**config.mk**
```make
export PLATFORM = sky130hd
export DESIGN_NAME = branch_redirect_ctrl
export DESIGN_NICKNAME = d
export VERILOG_FILES = /design/src/rtl/branch_redirect_ctrl_pkg.sv /design/src/rtl/branch_redirect_ctrl_flush_counter.sv /design/src/rtl/branch_redirect_ctrl.sv
export SDC_FILE = /design/constraint.sdc
export NUM_CORES = 1
export LEC_CHECK = 0
export ABC_AREA = 1
export CAP_MARGIN = 20
export CELL_PAD_IN_SITES_DETAIL_PLACEMENT = 1
export CELL_PAD_IN_SITES_GLOBAL_PLACEMENT = 2
export CORE_MARGIN = 3
export CORE_UTILIZATION = 30
export CTS_CLUSTER_DIAMETER = 100
export DETAILED_ROUTE_END_ITERATION = 8
export DONT_BUFFER_PORTS = 1
export PLACE_DENSITY_LB_ADDON = 0.1
export RECOVER_POWER = 25
export REMOVE_ABC_BUFFERS = 1
export SYNTH_ARGS = -nofsm -noshare
export SYNTH_HDL_FRONTEND = slang
export SYNTH_HIERARCHICAL = 1
export SYNTH_SLANG_ARGS = --single-unit
export TNS_END_PERCENT = 50
```
**constraint.sdc**
```tcl
create_clock -name clk -period 1.71 [get_ports clk]
set_input_delay 0.342 -clock clk [delete_from_list [all_inputs] [get_ports clk]]
set_output_delay 0.342 -clock clk [all_outputs]
set_load 0.01 [all_outputs]
```
**src/rtl/branch_redirect_ctrl_pkg.sv**
```systemverilog
// Shared encodings for the redirect path: PC-select codes, redirect FSM states,
// and the flush-counter width.
package branch_redirect_ctrl_pkg;

    localparam int FCNT_W = 3;

    typedef enum logic [1:0] {
        PCPLUS4  = 2'b00,
        PCBRANCH = 2'b01,
        PCALUOUT = 2'b10,
        PCRSVD   = 2'b11
    } pc_sel_e;

    typedef enum logic [1:0] {
        IDLE      = 2'd0,
        FLAG_WAIT = 2'd1,
        FLUSH     = 2'd2
    } redir_state_e;

    function automatic logic is_taken(input logic [1:0] sel);
        return (sel == PCBRANCH) || (sel == PCALUOUT);
    endfunction

endpackage

```
**src/rtl/branch_redirect_ctrl_flush_counter.sv**
```systemverilog
// Loadable down-counter timing the wrong-path squash; done_o is high when the count is zero.
// Load wins over decrement; decrement stops at zero.
module branch_flush_counter
    import branch_redirect_ctrl_pkg::*;
(
    input  logic              clk,
    input  logic              reset,
    input  logic              load_i,
    input  logic [FCNT_W-1:0] load_val_i,
    input  logic              dec_i,
    output logic              done_o
);

    logic [FCNT_W-1:0] count_q, count_d;

    always_comb begin
        count_d = count_q;
        if (load_i)
            count_d = load_val_i;
        else if (dec_i && (count_q != '0))
            count_d = count_q - 1'b1;
    end

    always_ff @(posedge clk or posedge reset) begin
        if (reset)
            count_q <= '0;
        else
            count_q <= count_d;
    end

    assign done_o = (count_q == '0);

endmodule

```
**src/rtl/branch_redirect_ctrl.sv**
```systemverilog
// Branch redirect controller: stalls decode on flag hazards, pulses pc_load one cycle
// after a taken resolve, then holds flush for FLUSH_CYCLES cycles.
module branch_redirect_ctrl
    import branch_redirect_ctrl_pkg::*;
#(
    parameter int FLUSH_CYCLES = 2,
    parameter int CNT_W        = 16
) (
    input  logic             clk,
    input  logic             reset,
    input  logic             br_valid,
    input  logic             br_cond,
    input  logic             flags_busy,
    input  logic [1:0]       branch,
    output logic             stall,
    output logic             pc_load,
    output logic [1:0]       pc_sel,
    output logic             flush,
    output logic             busy,
    output logic [CNT_W-1:0] taken_count,
    output logic             err
);

    localparam logic [FCNT_W-1:0] FLUSH_LOAD = FCNT_W'(FLUSH_CYCLES - 1);

    redir_state_e     state_q;
    logic             pc_load_q;
    logic [1:0]       pc_sel_q;
    logic             flush_q;
    logic [CNT_W-1:0] cnt_q, cnt_d;
    logic             err_q;

    logic in_idle, in_wait, in_flush;
    logic hazard, resolve, taken, fc_done;

    assign in_idle  = (state_q == IDLE);
    assign in_wait  = (state_q == FLAG_WAIT);
    assign in_flush = (state_q == FLUSH);

    // Only B.cond depends on flags; in FLAG_WAIT the branch resolves the cycle flags commit.
    assign hazard  = br_valid & br_cond & flags_busy;
    assign resolve = br_valid & ((in_idle & ~hazard) | (in_wait & ~flags_busy));
    assign taken   = resolve & is_taken(branch);
    assign stall   = (in_idle & hazard) | (in_wait & flags_busy);

    assign cnt_d = (cnt_q == '1) ? cnt_q : cnt_q + 1'b1;

    branch_flush_counter u_flush_cnt (
        .clk        (clk),
        .reset      (reset),
        .load_i     (taken),
        .load_val_i (FLUSH_LOAD),
        .dec_i      (in_flush & ~fc_done),
        .done_o     (fc_done)
    );

    always_ff @(posedge clk or posedge reset) begin
        if (reset) begin
            state_q   <= IDLE;
            pc_load_q <= 1'b0;
            pc_sel_q  <= PCPLUS4;
            flush_q   <= 1'b0;
            cnt_q     <= '0;
            err_q     <= 1'b0;
        end else begin
            pc_load_q <= 1'b0;
            case (state_q)
                IDLE, FLAG_WAIT: begin
                    if (taken) begin
                        state_q   <= FLUSH;
                        pc_load_q <= 1'b1;
                        pc_sel_q  <= branch;
                        flush_q   <= 1'b1;
                        cnt_q     <= cnt_d;
                    end else if (resolve) begin
                        state_q <= IDLE;
                        if (branch == PCRSVD)
                            err_q <= 1'b1;
                    end else if (in_idle && hazard) begin
                        state_q <= FLAG_WAIT;
                    end else if (in_wait && !flags_busy) begin
                        state_q <= IDLE;
                    end
                end
                FLUSH: begin
                    if (fc_done) begin
                        state_q <= IDLE;
                        flush_q <= 1'b0;
                    end
                end
                default: state_q <= IDLE;
            endcase
        end
    end

    assign pc_load     = pc_load_q;
    assign pc_sel      = pc_sel_q;
    assign flush       = flush_q;
    assign busy        = ~in_idle;
    assign taken_count = cnt_q;
    assign err         = err_q;

endmodule

```
# Word level (Yosys, flattened, before mapping)
# Cells that the tools add are included.
[totals] inputBits=7 word_cells=64 reg_bits=26
[op_classes] n_addsub=2 n_bitwise=17 n_mux=13 n_reduce_logical=16 n_eq_ne=9
[op_table] operator="$add 16x1->16 const B" count=1
[op_table] operator="$eq 16x16->1 const B" count=1
[op_table] operator="$mux 2" count=5
[op_table] operator="$and 1x1->1" count=9
[op_table] operator="$eq 2x2->1 const B" count=3
[op_table] operator="$mux 3" count=2
[op_table] operator="$not 1->1" count=6
[op_table] operator="$reduce_and 3->1" count=2
[op_table] operator="$ne 5x5->1 const B" count=1
[op_table] operator="$eq 2x1->1 const B" count=2
[op_table] operator="$mux 1" count=4
[op_table] operator="$pmux 2 s2" count=1
[op_table] operator="$reduce_and 2->1" count=2
[op_table] operator="$reduce_and 4->1" count=1
[op_table] operator="$reduce_bool 2->1" count=2
[op_table] operator="$logic_and 1x1->1" count=3
[op_table] operator="$logic_not 3->1" count=1
[op_table] operator="$reduce_bool 3->1" count=1
[op_table] operator="$sub 3x1->3 const B" count=1
[op_table] operator="$logic_not 2->1" count=1
[op_table] operator="$ne 2x1->1 const B" count=1
[op_table] operator="$ne 2x2->1 const B" count=1
[op_table] operator="$or 1x1->1" count=2
[op_table] operator="$pmux 1 s2" count=1
[op_table] operator="other kinds (3)" count=3

# Logic depth before layout (Yosys ltp)
[logic_depth] ltp_word=9 depth_mapped=10 depth_no_buf=9

# Modules after synthesis
# The synthesis kept the hierarchy.
[modules_own_cells] module="branch_redirect_ctrl" area_per_inst_um2=1396.3 cells_per_inst=190 seq_area_each_um2=575.6 instances=1
[modules_own_cells] module="branch_flush_counter" area_per_inst_um2=196.4 cells_per_inst=28 seq_area_each_um2=75.1 instances=1

# Worst setup path after synthesis
# Ideal clock, no wire load.
[synth_timing] kind="register -> register" start="register cnt_q[0] (netlist: taken_count[0])" end="register cnt_q[0] (netlist: taken_count[0])" setup_ns=0.123 path_slack_ns=0.193 path_buffers=1 path_stages_with_launch=10 required_time_ns=1.587 t_arrival_ns=1.394 path_cell_list="dfrtp_1 > ha_1 > nand3_2 > inv_2 > nand2_4 > nor2_8 > nor2_4 > buf_8 > nand2_1 > nand2_1"
[synth_between] elab_chain_len=3
[synth_rtl] item="start: declaration" line="branch_redirect_ctrl.sv:30" text="logic [CNT_W-1:0] cnt_q, cnt_d;"
[synth_rtl] item="start signal: assignment" line="branch_redirect_ctrl.sv:74" text="cnt_q <= cnt_d;"
[synth_rtl] item="branches (longest 3 deep; another with $add 16x1->16)"
# Several ways; the timed one is not identified.
# A chain may end at the register's enable or synchronous reset.

# Final worst setup path
[layout_timing] start="register state_q[0]" end="output stall"
[layout_between] elab_chain_len=3
[layout_rtl] item="start: declaration" line="branch_redirect_ctrl.sv:26" text="redir_state_e state_q;"
[layout_rtl] item="start signal: assignment" line="branch_redirect_ctrl.sv:59" text="state_q <= IDLE;"
[layout_rtl] item="start signal: assignment" line="branch_redirect_ctrl.sv:70" text="state_q <= FLUSH;"
[layout_rtl] item="start signal: assignment" line="branch_redirect_ctrl.sv:76" text="state_q <= IDLE;"
[layout_rtl] item="$eq 2x1->1 / $logic_not 2->1 (equally long branches)" line="branch_redirect_ctrl.sv:37, branch_redirect_ctrl.sv:36"
[layout_rtl] item="$and 1x1->1" line="branch_redirect_ctrl.sv:44" text="assign stall = (in_idle & hazard) | (in_wait & flags_busy);"
[layout_rtl] item="$or 1x1->1 (*)" line="branch_redirect_ctrl.sv:44"
[layout_rtl] item="end: declaration" line="branch_redirect_ctrl.sv:15" text="output logic stall,"
# Mark *: on every way between the ends. The rest lies on a longest branch, timed or not.

==> results.py <==
metrics = {
    "run_status": {
        "outcome": "completed",
    },
    "power": {
        "ir_worst_vdd_mv": 0.7129,
        "p_leak_nw": 0.9922,
        "power_density_nw_per_um2": 1091,
    },
    "layout": {
        "drive_above_1_share_pct": 17.28,
        "syn2layout_area_growth_pct": 19.40,
        "multi_input_area_sq_um": 838.3,
        "diodes": 0,
        "regArea_sq_um": 650.6,
        "nFillCells": 643,
        "fin_nets": 255,
    },
    "timing": {
        "period_needed_ps": 1533,
        "max_freq_mhz": 652.4,
        "rsz0062_at_grt": "no",
        "clock_skew_ps": 8.078,
        "fin_setup_tns_ps": 0,
        "finalSetupViolCount": 0,
        "final-hold-violation-count": 0,
        "whs_ps": 176.8,
        "worst_pin_slew_ps": 1374,
        "slew_violations": 0,
        "max_slew_margin_pct": 8.399,
        "period_share_pct": 89.64,
    },
    "run": {
        "drv_cap": 0,
    },
    "route": {
        "dr.first_iter.drc_count": 58,
        "firstDrtPassIters": 4,
        "viasPerCell": 4.765,
        "drt_wl_total_mm": 4.334,
        "vias": 1477,
        "drtAntennaViolNets": 0,
        "wire_per_inst_um": 13.98,
        "drc": 0,
    },
    "global_routing": {
        "grt_overflow": 0,
        "antenna_found_initial": 0,
        "grt_max_degree": 24,
        "grt_usage_pct": 14.68,
        "grt_pass1_wl_mm": 7.314,
        "first_global_vias": 1554,
    },
    "place": {
        "dp_hpwl_mm": 3.464,
        "io_buffer_count": 0,
        "routabilityCongestion": 0.7627,
    },
    "clock_tree": {
        "clock_latency_ps": 280,
        "clockBufferDepth": 2,
        "post-cts-setup-buffer-count": 0,
        "cts_sinks": 26,
        "cts_tree": "yes",
        "cts_max_level": 1,
        "path_clk_slew_ps": 90,
        "cts_made_buffers": 3,
        "cts-root-buf": "clkbuf_8",
    },
    "die": {
        "io_pins": 30,
        "die-area_sq_um": 6220,
        "rows": 25,
        "core_sq_um": 4911,
        "dieWidth_um": 78.87,
        "initial_core_util_pct": 32.43,
        "fp.dieH_um": 78.87,
    },
    "setup_path": {
        "cp-end-kind": "output pin",
        "critPathSlowestCell": "dfrtp_1",
        "critPathLaunchType": "register",
        "cp_slowest_stage_delay_ps": 420,
        "path_cells": "nor2_1 -> inv_1 -> o21ai_1",
        "required_ps": 1370,
        "critPathMaxFanout": 4,
        "worstPathArrival_ps": 1190,
        "path_class": "reg -> out",
    },
    "synthesis": {
        "ys_warn_count": 6,
        "yosysUniqueCellTypes": 24,
        "yosys.cell_count.top_type": "nand2_1",
        "synth_top_cell_by_area": "dfrtp_1",
        "postSynthCellCount": 218,
        "synth-async-reset-ratio_pct": 100.0,
        "ys_top_cells_by_area": "dfrtp_1 41%, nand2_1 20%, o21ai_0 6.9%",
        "yosysTopAreaCellShare_pct": 40.85,
        "yosys_register_bits": 26,
        "ys.flop_type": "dfrtp_1",
        "synth-seq-area-share_pct": 40.85,
        "synth-edff-count": 0,
        "synth_area_per_cell_sq_um": 7.306,
        "synth.cell_area_sq_um": 1593,
        "netlist_top_cells_count": "83 x nand2_1, 26 x dfrtp_1, 22 x o21ai_0",
    },
    "min_path": {
        "hp-class": "in -> reg",
    },
}
==> critical path, delay by kind of cell, from the launching register on <==
kind,cells,cell delay [ps]
AOI/OAI and AO/OA,1,240
buffers and inverters,1,110
and+or+nand+nor,1,150
DFF,1,420
==> layer usage <==
layer | GRT usage, % | wire [um]
met5 | 0 | 0
met3 | 3.288 | 168
met1 | 17.51 | 1849
met2 | 27.67 | 2301
met4 | 1.546 | 15
==> cell type report <==
class                           count  share of cell area (%)
Timing Repair Buffer               24                   9.408
Sequential cell                    26                   34.21
Inverter                           21                   4.145
Multi-Input combinational cell    168                   44.08
Clock buffer                        3                   2.171
Clock inverter                      1                   1.579
Tap cell                           67                   4.408
==> power by group <==
part	leakage (nW)	internal (mW)	switching (mW)
Sequential	0.342	0.753	0.125
Combinational	0.615	0.257	0.414
Clock	0.0357	0.313	0.213
Total	0.992	1.32	0.752
==> cells in the final DEF (no fill, tap or decap), types with 3 or more instances in the layout <==
cell type / synthesis / routed
o21ai_0: 22 / 21
inv_1: 19 / 18
dfrtp_1: 26 / 26
nand4_1: 4 / 4
ha_1: 4 / 4
nor2_1: 17 / 17
nand3_1: 10 / 10
inv_2: 2 / 3
o21ai_1: 3 / 4
buf_4: 0 / 22
nand2_2: 5 / 5
nand2_1: 83 / 83
xor2_1: 3 / 3
conb_1: 2 / 3
xnor2_1: 4 / 4
clkbuf_8: 0 / 3
==> repair_timing <==
item | in CTS | in global routing
hold endpoints to repair | 3 | 0
setup endpoints to repair | 0 | 11
hold buffers | 1 | 0
gates resized for setup | 0 | 3
==> state kept, by name, indices dropped and copies added (netlist names) <==
register,count
flush,1
state_q,2
err,1
pc_load,1
u_flush_cnt/count_q,3
taken_count,16
pc_sel,2
==> worst paths after layout <==
check | slack (ps) | endpoint | startpoint | depth (start not counted)
worst min-delay path | 180 | pc_sel[0] | branch[0] | 2
worst max register to register | 190 | taken_count[0] | taken_count[7] | 8
worst max-delay path | 180 | stall | state_q[0] | 3
max in group asynchronous | 500 | taken_count[1] | reset | 2
worst min register to register | 540 | u_flush_cnt/count_q[1] | u_flush_cnt/count_q[1] | 2
min in group asynchronous | 360 | u_flush_cnt/count_q[2] | reset | 2
==> kinds of logic (layout without fill, tap and decap cells) <==
kind of cell	Yosys count	in the layout	synth area share, %
adders and majority gates	4	4	3.142
other	2	3	0.4715
AOI/OAI and AO/OA	26	26	8.327
buffers and inverters	25	49	7.227
xor gates and xnor gates	7	7	3.849
and+or+nand+nor	128	128	36.13
DFF	26	26	40.85
==> stage by stage <==
stage | instances | setup WS [ps] | total power, mW | utilization [%] | area, sq um
6_report | 310 | 177.2 | 2.075 | 38.73 | 1902
3_5_place_dp | 305 | 28.95 | 1.572 | 36.99 | 1817
2_1_floorplan | 215 | 213.9 | 1.310 | - | 1560
5_1_grt | 310 | 35.80 | 2.247 | 38.73 | 1902
4_1_cts | 310 | 20.96 | 2.101 | 38.65 | 1898
3_3_place_gp | 305 | 104.3 | 1.519 | 36.99 | 1817
Power figures use the tool's default switching activity.
